**src/rtl/psram_arbiter.sv**
```systemverilog
// Three-port arbiter (loader / CPU / PPU) in front of a single byte-wide PSRAM controller.
// One pending slot per port, fixed priority ldr > ppu > cpu with a CPU starvation override.
module psram_arbiter #(
  parameter int ADDR_W       = 22,
  parameter int STARVE_LIMIT = 4,
  parameter int BUSY_TIMEOUT = 15
) (
  input  logic              clk,
  input  logic              reset,
  input  logic              ldr_req,
  input  logic [ADDR_W-1:0] ldr_addr,
  input  logic [7:0]        ldr_wdata,
  output logic              ldr_ack,
  input  logic              cpu_req,
  input  logic              cpu_we,
  input  logic [ADDR_W-1:0] cpu_addr,
  input  logic [7:0]        cpu_wdata,
  output logic              cpu_ack,
  output logic [7:0]        cpu_rdata,
  input  logic              ppu_req,
  input  logic [ADDR_W-1:0] ppu_addr,
  output logic              ppu_ack,
  output logic [7:0]        ppu_rdata,
  output logic              mc_read_a,
  output logic              mc_read_b,
  output logic              mc_write,
  output logic [23:0]       mc_addr,
  output logic [7:0]        mc_din,
  input  logic              mc_busy,
  input  logic [7:0]        mc_dout_a,
  input  logic [7:0]        mc_dout_b,
  output logic [2:0]        overrun,
  output logic              timeout
);
  localparam logic [1:0] S_IDLE = 2'd0, S_ISSUE = 2'd1, S_WRISE = 2'd2, S_WFALL = 2'd3;
  localparam logic [1:0] P_LDR = 2'd0, P_CPU = 2'd1, P_PPU = 2'd2;
  localparam int TW  = $clog2(BUSY_TIMEOUT + 1);
  localparam int WW  = $clog2(STARVE_LIMIT + 1);
  localparam int PAD = 24 - ADDR_W;

  logic [1:0]        state_q, state_d, win_q, win_d, win;
  logic [2:0]        pend_q, pend_d, ack_q, ack_d, ovr_q, ovr_d, win_oh;
  logic [ADDR_W-1:0] ldr_addr_q, ldr_addr_d, cpu_addr_q, cpu_addr_d, ppu_addr_q, ppu_addr_d, gaddr;
  logic [7:0]        ldr_wd_q, ldr_wd_d, cpu_wd_q, cpu_wd_d, crd_q, crd_d, prd_q, prd_d;
  logic              cpu_we_q, cpu_we_d;
  logic              rd_a_q, rd_a_d, rd_b_q, rd_b_d, wr_q, wr_d, to_q, to_d;
  logic [23:0]       addr_q, addr_d;
  logic [7:0]        din_q, din_d;
  logic [TW-1:0]     tcnt_q, tcnt_d;
  logic [WW-1:0]     wait_q, wait_d;

  // Starved CPU jumps the queue; otherwise plain fixed priority.
  always_comb begin
    if (pend_q[P_CPU] && wait_q == WW'(STARVE_LIMIT)) win = P_CPU;
    else if (pend_q[P_LDR])                           win = P_LDR;
    else if (pend_q[P_PPU])                           win = P_PPU;
    else                                              win = P_CPU;
    case (win)
      P_LDR:   gaddr = ldr_addr_q;
      P_PPU:   gaddr = ppu_addr_q;
      default: gaddr = cpu_addr_q;
    endcase
  end

  assign win_oh = 3'b001 << win_q;

  always_comb begin
    state_d    = state_q;
    win_d      = win_q;
    pend_d     = pend_q;
    ack_d      = 3'b000;
    ovr_d      = ovr_q;
    ldr_addr_d = ldr_addr_q;
    ldr_wd_d   = ldr_wd_q;
    cpu_addr_d = cpu_addr_q;
    cpu_wd_d   = cpu_wd_q;
    cpu_we_d   = cpu_we_q;
    ppu_addr_d = ppu_addr_q;
    crd_d      = crd_q;
    prd_d      = prd_q;
    rd_a_d     = 1'b0;
    rd_b_d     = 1'b0;
    wr_d       = 1'b0;
    to_d       = to_q;
    addr_d     = addr_q;
    din_d      = din_q;
    tcnt_d     = tcnt_q;
    wait_d     = wait_q;
    case (state_q)
      S_IDLE: if (|pend_q && !mc_busy) begin
        win_d  = win;
        addr_d = {{PAD{1'b0}}, gaddr};
        din_d  = (win == P_LDR) ? ldr_wd_q : cpu_wd_q;
        wr_d   = (win == P_LDR) || (win == P_CPU && cpu_we_q);
        rd_a_d = (win == P_CPU) && !cpu_we_q;
        rd_b_d = (win == P_PPU);
        if (win == P_CPU) wait_d = '0;
        else if (pend_q[P_CPU] && wait_q != WW'(STARVE_LIMIT)) wait_d = wait_q + 1'b1;
        state_d = S_ISSUE;
      end
      S_ISSUE: begin
        tcnt_d  = '0;
        state_d = S_WRISE;
      end
      S_WRISE: begin
        if (mc_busy) state_d = S_WFALL;
        else if (tcnt_q == TW'(BUSY_TIMEOUT - 1)) begin
          to_d    = 1'b1;       // slot stays pending, so IDLE retries it
          state_d = S_IDLE;
        end else tcnt_d = tcnt_q + 1'b1;
      end
      default: if (!mc_busy) begin
        ack_d  = win_oh;
        pend_d = pend_q & ~win_oh;
        if (win_q == P_CPU && !cpu_we_q) crd_d = mc_dout_a;
        if (win_q == P_PPU)              prd_d = mc_dout_b;
        state_d = S_IDLE;
      end
    endcase
    // Slot already cleared on the ack edge, so a req during the ack cycle is accepted.
    if (ldr_req) begin
      if (pend_q[P_LDR]) ovr_d[P_LDR] = 1'b1;
      else begin pend_d[P_LDR] = 1'b1; ldr_addr_d = ldr_addr; ldr_wd_d = ldr_wdata; end
    end
    if (cpu_req) begin
      if (pend_q[P_CPU]) ovr_d[P_CPU] = 1'b1;
      else begin
        pend_d[P_CPU] = 1'b1; cpu_addr_d = cpu_addr; cpu_wd_d = cpu_wdata; cpu_we_d = cpu_we;
      end
    end
    if (ppu_req) begin
      if (pend_q[P_PPU]) ovr_d[P_PPU] = 1'b1;
      else begin pend_d[P_PPU] = 1'b1; ppu_addr_d = ppu_addr; end
    end
  end

  always_ff @(posedge clk) begin
    if (reset) begin
      state_q <= S_IDLE; win_q <= P_LDR; pend_q <= '0; ack_q <= '0; ovr_q <= '0;
      ldr_addr_q <= '0; ldr_wd_q <= '0; cpu_addr_q <= '0; cpu_wd_q <= '0; cpu_we_q <= 1'b0;
      ppu_addr_q <= '0; crd_q <= '0; prd_q <= '0;
      rd_a_q <= 1'b0; rd_b_q <= 1'b0; wr_q <= 1'b0; to_q <= 1'b0;
      addr_q <= '0; din_q <= '0; tcnt_q <= '0; wait_q <= '0;
    end else begin
      state_q <= state_d; win_q <= win_d; pend_q <= pend_d; ack_q <= ack_d; ovr_q <= ovr_d;
      ldr_addr_q <= ldr_addr_d; ldr_wd_q <= ldr_wd_d; cpu_addr_q <= cpu_addr_d;
      cpu_wd_q <= cpu_wd_d; cpu_we_q <= cpu_we_d; ppu_addr_q <= ppu_addr_d;
      crd_q <= crd_d; prd_q <= prd_d;
      rd_a_q <= rd_a_d; rd_b_q <= rd_b_d; wr_q <= wr_d; to_q <= to_d;
      addr_q <= addr_d; din_q <= din_d; tcnt_q <= tcnt_d; wait_q <= wait_d;
    end
  end

  assign ldr_ack   = ack_q[P_LDR];
  assign cpu_ack   = ack_q[P_CPU];
  assign ppu_ack   = ack_q[P_PPU];
  assign cpu_rdata = crd_q;
  assign ppu_rdata = prd_q;
  assign mc_read_a = rd_a_q;
  assign mc_read_b = rd_b_q;
  assign mc_write  = wr_q;
  assign mc_addr   = addr_q;
  assign mc_din    = din_q;
  assign overrun   = ovr_q;
  assign timeout   = to_q;
endmodule

```
**config.mk**
```make
export PLATFORM = sky130hd
export DESIGN_NAME = psram_arbiter
export DESIGN_NICKNAME = d
export VERILOG_FILES = /design/src/rtl/psram_arbiter.sv
export SDC_FILE = /design/constraint.sdc
export NUM_CORES = 1
export LEC_CHECK = 0
export BUFFER_PORTS_ARGS = -buffer_cell sky130_fd_sc_hd__buf_4
export CAP_MARGIN = 20
export CELL_PAD_IN_SITES_DETAIL_PLACEMENT = 0
export CELL_PAD_IN_SITES_GLOBAL_PLACEMENT = 1
export CORE_ASPECT_RATIO = 0.6
export CORE_MARGIN = 10
export CORE_UTILIZATION = 25
export DETAILED_ROUTE_END_ITERATION = 16
export GPL_ROUTABILITY_DRIVEN = 0
export PLACE_DENSITY = 0.6
export SYNTH_ARGS = -nofsm -noshare
export SYNTH_HDL_FRONTEND = slang
export SYNTH_SLANG_ARGS = --single-unit
```
**constraint.sdc**
```tcl
create_clock -name clk -period 2.4 [get_ports clk]
set_clock_uncertainty 0.1 [all_clocks]
set_input_delay 0.12 -clock clk [delete_from_list [all_inputs] [get_ports clk]]
set_output_delay 0.12 -clock clk [all_outputs]
set_load 0.01 [all_outputs]
```
==> impl_metrics.py, run 1 <==
metrics = {
    "floorplan": {
        "rows": 44,
        "fp.dieW_um": 221.5,
        "dieArea_um2": 31210,
        "io_pins": 163,
        "coreArea_um2": 24060,
        "die_y_um": 140.9,
        "start_util_pct": 25.32,
    },
    "worst_setup_path": {
        "cp-end-kind": "flip-flop",
        "path_max_fanout": 21,
        "arrival_ps": 2320,
        "worstSetupPathType": "reg2reg",
        "crit_required_ps": 2650,
        "start_kind": "flip-flop",
    },
    "timing": {
        "fin_crit_sh_pct": 86.61,
        "drv_slew": 0,
        "relSlewSlack_pct": 43.89,
        "setup_viol": 0,
        "final.setup.worst_slack_ps": 321.3,
        "fmax_mhz": 481.1,
        "worst_pin_slew_ps": 839.6,
        "rsz0062_at_grt": "no",
        "holdWs_ps": 352.6,
        "tns_ps": 0,
        "hold_violations": 0,
        "period_minus_slack_ps": 2079,
    },
    "flow_run": {
        "drv_cap": 0,
    },
    "route": {
        "ant_nets": 0,
        "drt_first_pass_iters": 4,
        "drc_errors": 0,
        "wire_per_inst_um": 16.35,
        "wirelength_mm": 21.29,
        "drt_iter0_markers": 353,
        "via_per_inst": 4.316,
        "via_count": 5620,
    },
    "cts": {
        "cts_setup_buffers": 0,
        "cts-root-buf": "clkbuf_16",
        "cts_made_buffers": 17,
        "clk_pin_slew_ps": 60,
        "cts_max_level": 4,
        "cts_tree": "yes",
        "cts.sinks": 153,
        "clockBufferDepth": 2,
        "worstSkewPairLatency_ps": 420,
    },
    "finish": {
        "drive_gt1_share_pct": 22.45,
        "antenna_cells": 0,
        "final_cells": 1302,
        "stdcell_area_um2": 9260,
        "nNetsFinal": 1082,
        "area_growth_pct": 52.03,
        "fin_util_pct": 38.49,
    },
    "global_routing": {
        "grt-ovfl-total": 0,
        "antenna_found_initial": 0,
        "first_global_vias": 5774,
        "grt_start_max_net_pins": 59,
        "grt_use_total_pct": 13.52,
        "grt_first_pass_wirelength_mm": 33.75,
    },
    "place": {
        "place_hpwl_mm": 15.01,
        "place_inst": 1166,
        "portBuffers": 160,
        "place_area_um2": 7601,
        "dp_slack_ps": 365.9,
    },
    "yosys": {
        "synth-async-reset-ratio_pct": 0,
        "synth_edf_count": 0,
        "synth_warnings": 0,
        "synth_ff_type": "dfxtp_1",
        "netlist_area_um2": 6091,
        "syn_inst": 722,
        "avgSynthCellArea_um2": 8.436,
        "ys_seq_area_share_pct": 50.29,
        "yosysUniqueCellTypes": 36,
        "yosys_register_bits": 153,
    },
    "power": {
        "p_leak_nw": 3.775,
        "peakVddDrop_mv": 0.4825,
        "finalPower_mw": 6.722,
        "p_per_area_nw_per_um2": 725.9,
    },
    "status": {
        "status": "finished, final reports clean",
    },
    "min_path": {
        "min_path_type": "reg2reg",
    },
}
[state kept, by name, summed over array words and instances (netlist names), 8 cells and up]
name	flops
cpu_addr_q	22
ldr_addr_q	22
mc_addr	22
ppu_addr_q	22
cpu_rdata	8
cpu_wd_q	8
ldr_wd_q	8
mc_din	8
ppu_rdata	8
[metal layers]
layer / vias to the layer above / track usage (%) / share of wire [%]
met3: 11 / 3.531 / 4.7
met2: 132 / 20.06 / 43
met4: 0 / 3.209 / 0.85
li1: 2913 / - / -
met1: 2564 / 19.06 / 51
met5: - / 0 / 0
[cell usage after synthesis (2+ instances only)]
cell	instances	area share (%)
a21oi_1	102	8.4
nor2_1	18	1.1
a21o_1	2	0.25
buf_6	4	0.74
nand2b_1	4	0.41
clkbuf_1	35	2.2
xor2_1	3	0.43
o21ai_0	46	3.8
buf_2	12	0.99
nor3_1	7	0.58
buf_1	2	0.12
mux2_2	2	0.37
nor3b_1	26	3.2
nor2b_1	29	3.0
nand2_1	191	12
nor2_2	2	0.21
nand3_1	7	0.58
inv_1	6	0.37
ha_1	8	1.6
mux2i_1	17	2.8
buf_4	2	0.25
o2bb2ai_1	31	4.5
dfxtp_1	153	50
[kinds of logic after synthesis]
kind of cell / count (synthesis) / share of synthesized area (%)
other: 1 / 0.06157
AOI/OAI and AO/OA: 184 / 17.24
buffers and inverters: 61 / 4.622
xor gates and xnor gates: 4 / 0.5753
DFF: 153 / 50.29
adders and majority gates: 8 / 1.643
and+or+nand+nor: 292 / 22.41
muxes: 19 / 3.163
[critical path: stages, from the launching register on]
cell       delay [ps]
dfxtp_1           320
inv_1             100
ha_1              220
nor2b_4           200
or3b_2            650
buf_12            240
o2bb2ai_1         160
[layout by cell type, fill, tap and decap left out, types with 4 or more instances in the layout]
cell	count
a21oi_1	102
buf_4	175
clkbuf_16	17
clkinv_2	5
dfxtp_1	152
dlygate4sd3_1	106
ha_1	8
inv_1	6
mux2i_1	17
nand2_1	191
nand3_1	7
nor2_1	18
nor2b_1	26
nor2b_4	4
nor3_1	7
nor3b_1	26
o21ai_0	46
o2bb2ai_1	31
[where the power goes]
part	total [mW]	internal [mW]	switching [mW]
combinational	1.15	0.570	0.582
clock	2.73	1.70	1.03
sequential	2.84	2.71	0.127
[final cells by class]
type	instances	area (um2)
Clock buffer	21	470.5
Fill cell	2479	14800
Tap cell	322	402.9
Clock inverter	9	122.6
Multi-Input combinational cell	509	2783
Inverter	6	22.52
Sequential cell	153	3064
Timing Repair Buffer	282	2395
[repair_timing]
item                       in CTS  in global routing
hold endpoints to repair      105                  0
setup endpoints to repair       0                  2
resized for setup               0                  1
hold buffers                  106                  0
[path summary, 6_finish.rpt]
| kind | start | endpoint | slack (ps) | depth (start not counted) |
|---|---|---|---|---|
| max | state_q[0] | mc_din[3] | 320 | 6 |
| min | cpu_addr_q[19] | cpu_addr_q[19] | 350 | 2 |
| max reg2reg | state_q[0] | mc_din[3] | 320 | 6 |
| min reg2reg | cpu_addr_q[19] | cpu_addr_q[19] | 350 | 2 |
Power figures use the tool's default switching activity.
==> inputs of run 2 (changes only) <==
--- a/config.mk
+++ b/config.mk
@@ -10,7 +10,7 @@
 export CELL_PAD_IN_SITES_DETAIL_PLACEMENT = 0
 export CELL_PAD_IN_SITES_GLOBAL_PLACEMENT = 1
 export CORE_ASPECT_RATIO = 0.6
-export CORE_MARGIN = 10
+export CORE_MARGIN = 3
 export CORE_UTILIZATION = 25
 export DETAILED_ROUTE_END_ITERATION = 16
 export GPL_ROUTABILITY_DRIVEN = 0
==> impl_metrics.py, run 2 (synthesis gave the netlist of run 1 again) <==
metrics = {
    "worst_setup_path": {
        "worstSetupPathType": "reg2reg",
        "rr_worst_depth": 6,
        "arrival_ps": 2370,
        "r2r_setup_slack_ps": 290,
        "crit_path_start": "state_q[1]",
        "start_kind": "flip-flop",
        "cp-end-kind": "flip-flop",
        "rr_endpoint": "mc_addr[3]",
        "crit_required_ps": 2660,
        "reg2reg_from": "state_q[1]",
        "path_max_fanout": 16,
    },
    "power": {
        "p_per_area_nw_per_um2": 735.9,
        "p_leak_nw": 3.786,
        "peakVddDrop_mv": 0.4690,
    },
    "route": {
        "via_count": 5789,
        "ant_nets": 0,
        "drt_first_pass_iters": 4,
        "drt_iter0_markers": 268,
        "via_per_inst": 4.443,
        "wire_per_inst_um": 16.05,
        "wirelength_mm": 20.92,
        "drc_errors": 0,
    },
    "floorplan": {
        "die_y_um": 126.9,
        "start_util_pct": 25.91,
        "coreArea_um2": 23510,
        "io_pins": 163,
        "rows": 43,
        "dieArea_um2": 26330,
        "fp.dieW_um": 207.5,
    },
    "timing": {
        "setup_viol": 0,
        "worst_pin_slew_ps": 634.3,
        "rsz0062_at_grt": "no",
        "fmax_mhz": 474.2,
        "drv_slew": 0,
        "period_minus_slack_ps": 2109,
        "hold_violations": 0,
        "tns_ps": 0,
        "fin_crit_sh_pct": 87.87,
        "relSlewSlack_pct": 57.71,
    },
    "finish": {
        "n_fill_cell": 2400,
        "antenna_cells": 0,
        "register_area_um2": 3064,
        "area_growth_pct": 52.88,
        "layout_common_cells": "191 x nand2_1, 179 x buf_4, 152 x dfxtp_1",
        "multiInputGateArea_um2": 2770,
        "final_common_cell": "nand2_1",
        "drive_gt1_share_pct": 22.77,
        "nNetsFinal": 1088,
        "fin_util_pct": 39.60,
        "final_cells": 1303,
    },
    "cts": {
        "cts_tree": "yes",
        "cts_setup_buffers": 0,
        "cts_max_level": 4,
        "cts.sinks": 153,
        "cts_made_buffers": 17,
        "clockBufferDepth": 2,
        "worstSkewPairLatency_ps": 430,
        "clk_pin_slew_ps": 60,
        "cts-root-buf": "clkbuf_16",
    },
    "global_routing": {
        "first_global_vias": 5767,
        "grt_first_pass_wirelength_mm": 33.01,
        "grt_start_max_net_pins": 56,
        "antenna_found_initial": 0,
        "grt_use_total_pct": 16.08,
        "grt-ovfl-total": 0,
    },
    "place": {
        "portBuffers": 160,
        "place_inst": 1163,
        "place_hpwl_mm": 13.99,
    },
    "status": {
        "status": "finished, final reports clean",
    },
    "min_path": {
        "hold_start": "cpu_addr_q[14]",
        "hold_end": "cpu_addr_q[14]",
        "hold_path_depth": 2,
        "min_path_type": "reg2reg",
    },
    "flow_run": {
        "drv_cap": 0,
    },
}
run 2: cell types whose count changed in the layout (fill, tap and decap cells not counted), moves of 2 or more:
cell        before  now
nor2b_2          0    2
clkbuf_8         3    0
nor2b_4          4    2
buf_4          175  179
clkinvlp_4       1    5
run 2: layout make-up:
cell class,instances,area share (%)
inverters,6,0.2419
flip-flops and latches,153,32.91
well taps,315,4.233
clock buffers,19,4.649
clock inverters,13,1.908
repair buffers,288,26.31
multi-input cells,509,29.75
run 2: worst max-delay path, cell delays in order (launching register included):
cell	delay [ps]
dfxtp_1	330
inv_1	100
ha_1	230
nor2b_4	200
or3b_2	640
buf_4	280
o2bb2ai_1	150
run 2: worst max-delay path by stage:
stage / to / slack, ps / cells past startpoint
floorplan: win_q[0] / 740 / 7
global placement: mc_addr[4] / 390 / 6
detailed placement: mc_addr[4] / 340 / 6
CTS: ppu_addr_q[19] / 140 / 4
global route: mc_addr[6] / 140 / 6
finish: mc_addr[3] / 290 / 6
run 2: metal layers:
| metal | up-vias | global-route usage [%] | part of all wire [%] |
|---|---|---|---|
| met5 | - | 0 | 0 |
| met4 | 0 | 3.270 | 0.73 |
| met3 | 10 | 4.424 | 5.7 |
| met2 | 158 | 23.54 | 41 |
| met1 | 2687 | 23.60 | 53 |
| li1 | 2934 | - | - |
run 2: metrics by stage:
stage	power (mW)	area [um2]	hold WS, ps	setup WS [ps]
6_report	6.852	9311	352.6	291.0
5_1_grt	7.195	9311	373.0	138.8
4_1_cts	6.928	9296	350.3	138.8
3_5_place_dp	3.927	7615	269.6	336.8
3_3_place_gp	3.926	7615	256.7	386.6
2_1_floorplan	3.456	6095	156.0	737.7
run 2: where the power goes:
group | total (mW) | internal, mW | switching (mW)
Clock | 2.84 | 1.73 | 1.11
Combinational | 1.18 | 0.580 | 0.597
Sequential | 2.84 | 2.71 | 0.123
run 2: timing repair:
| item | in CTS | in global routing |
|---|---|---|
| gates resized for setup | 0 | 0 |
| endpoints found under the hold margin | 105 | 0 |
| hold buffers | 107 | 0 |
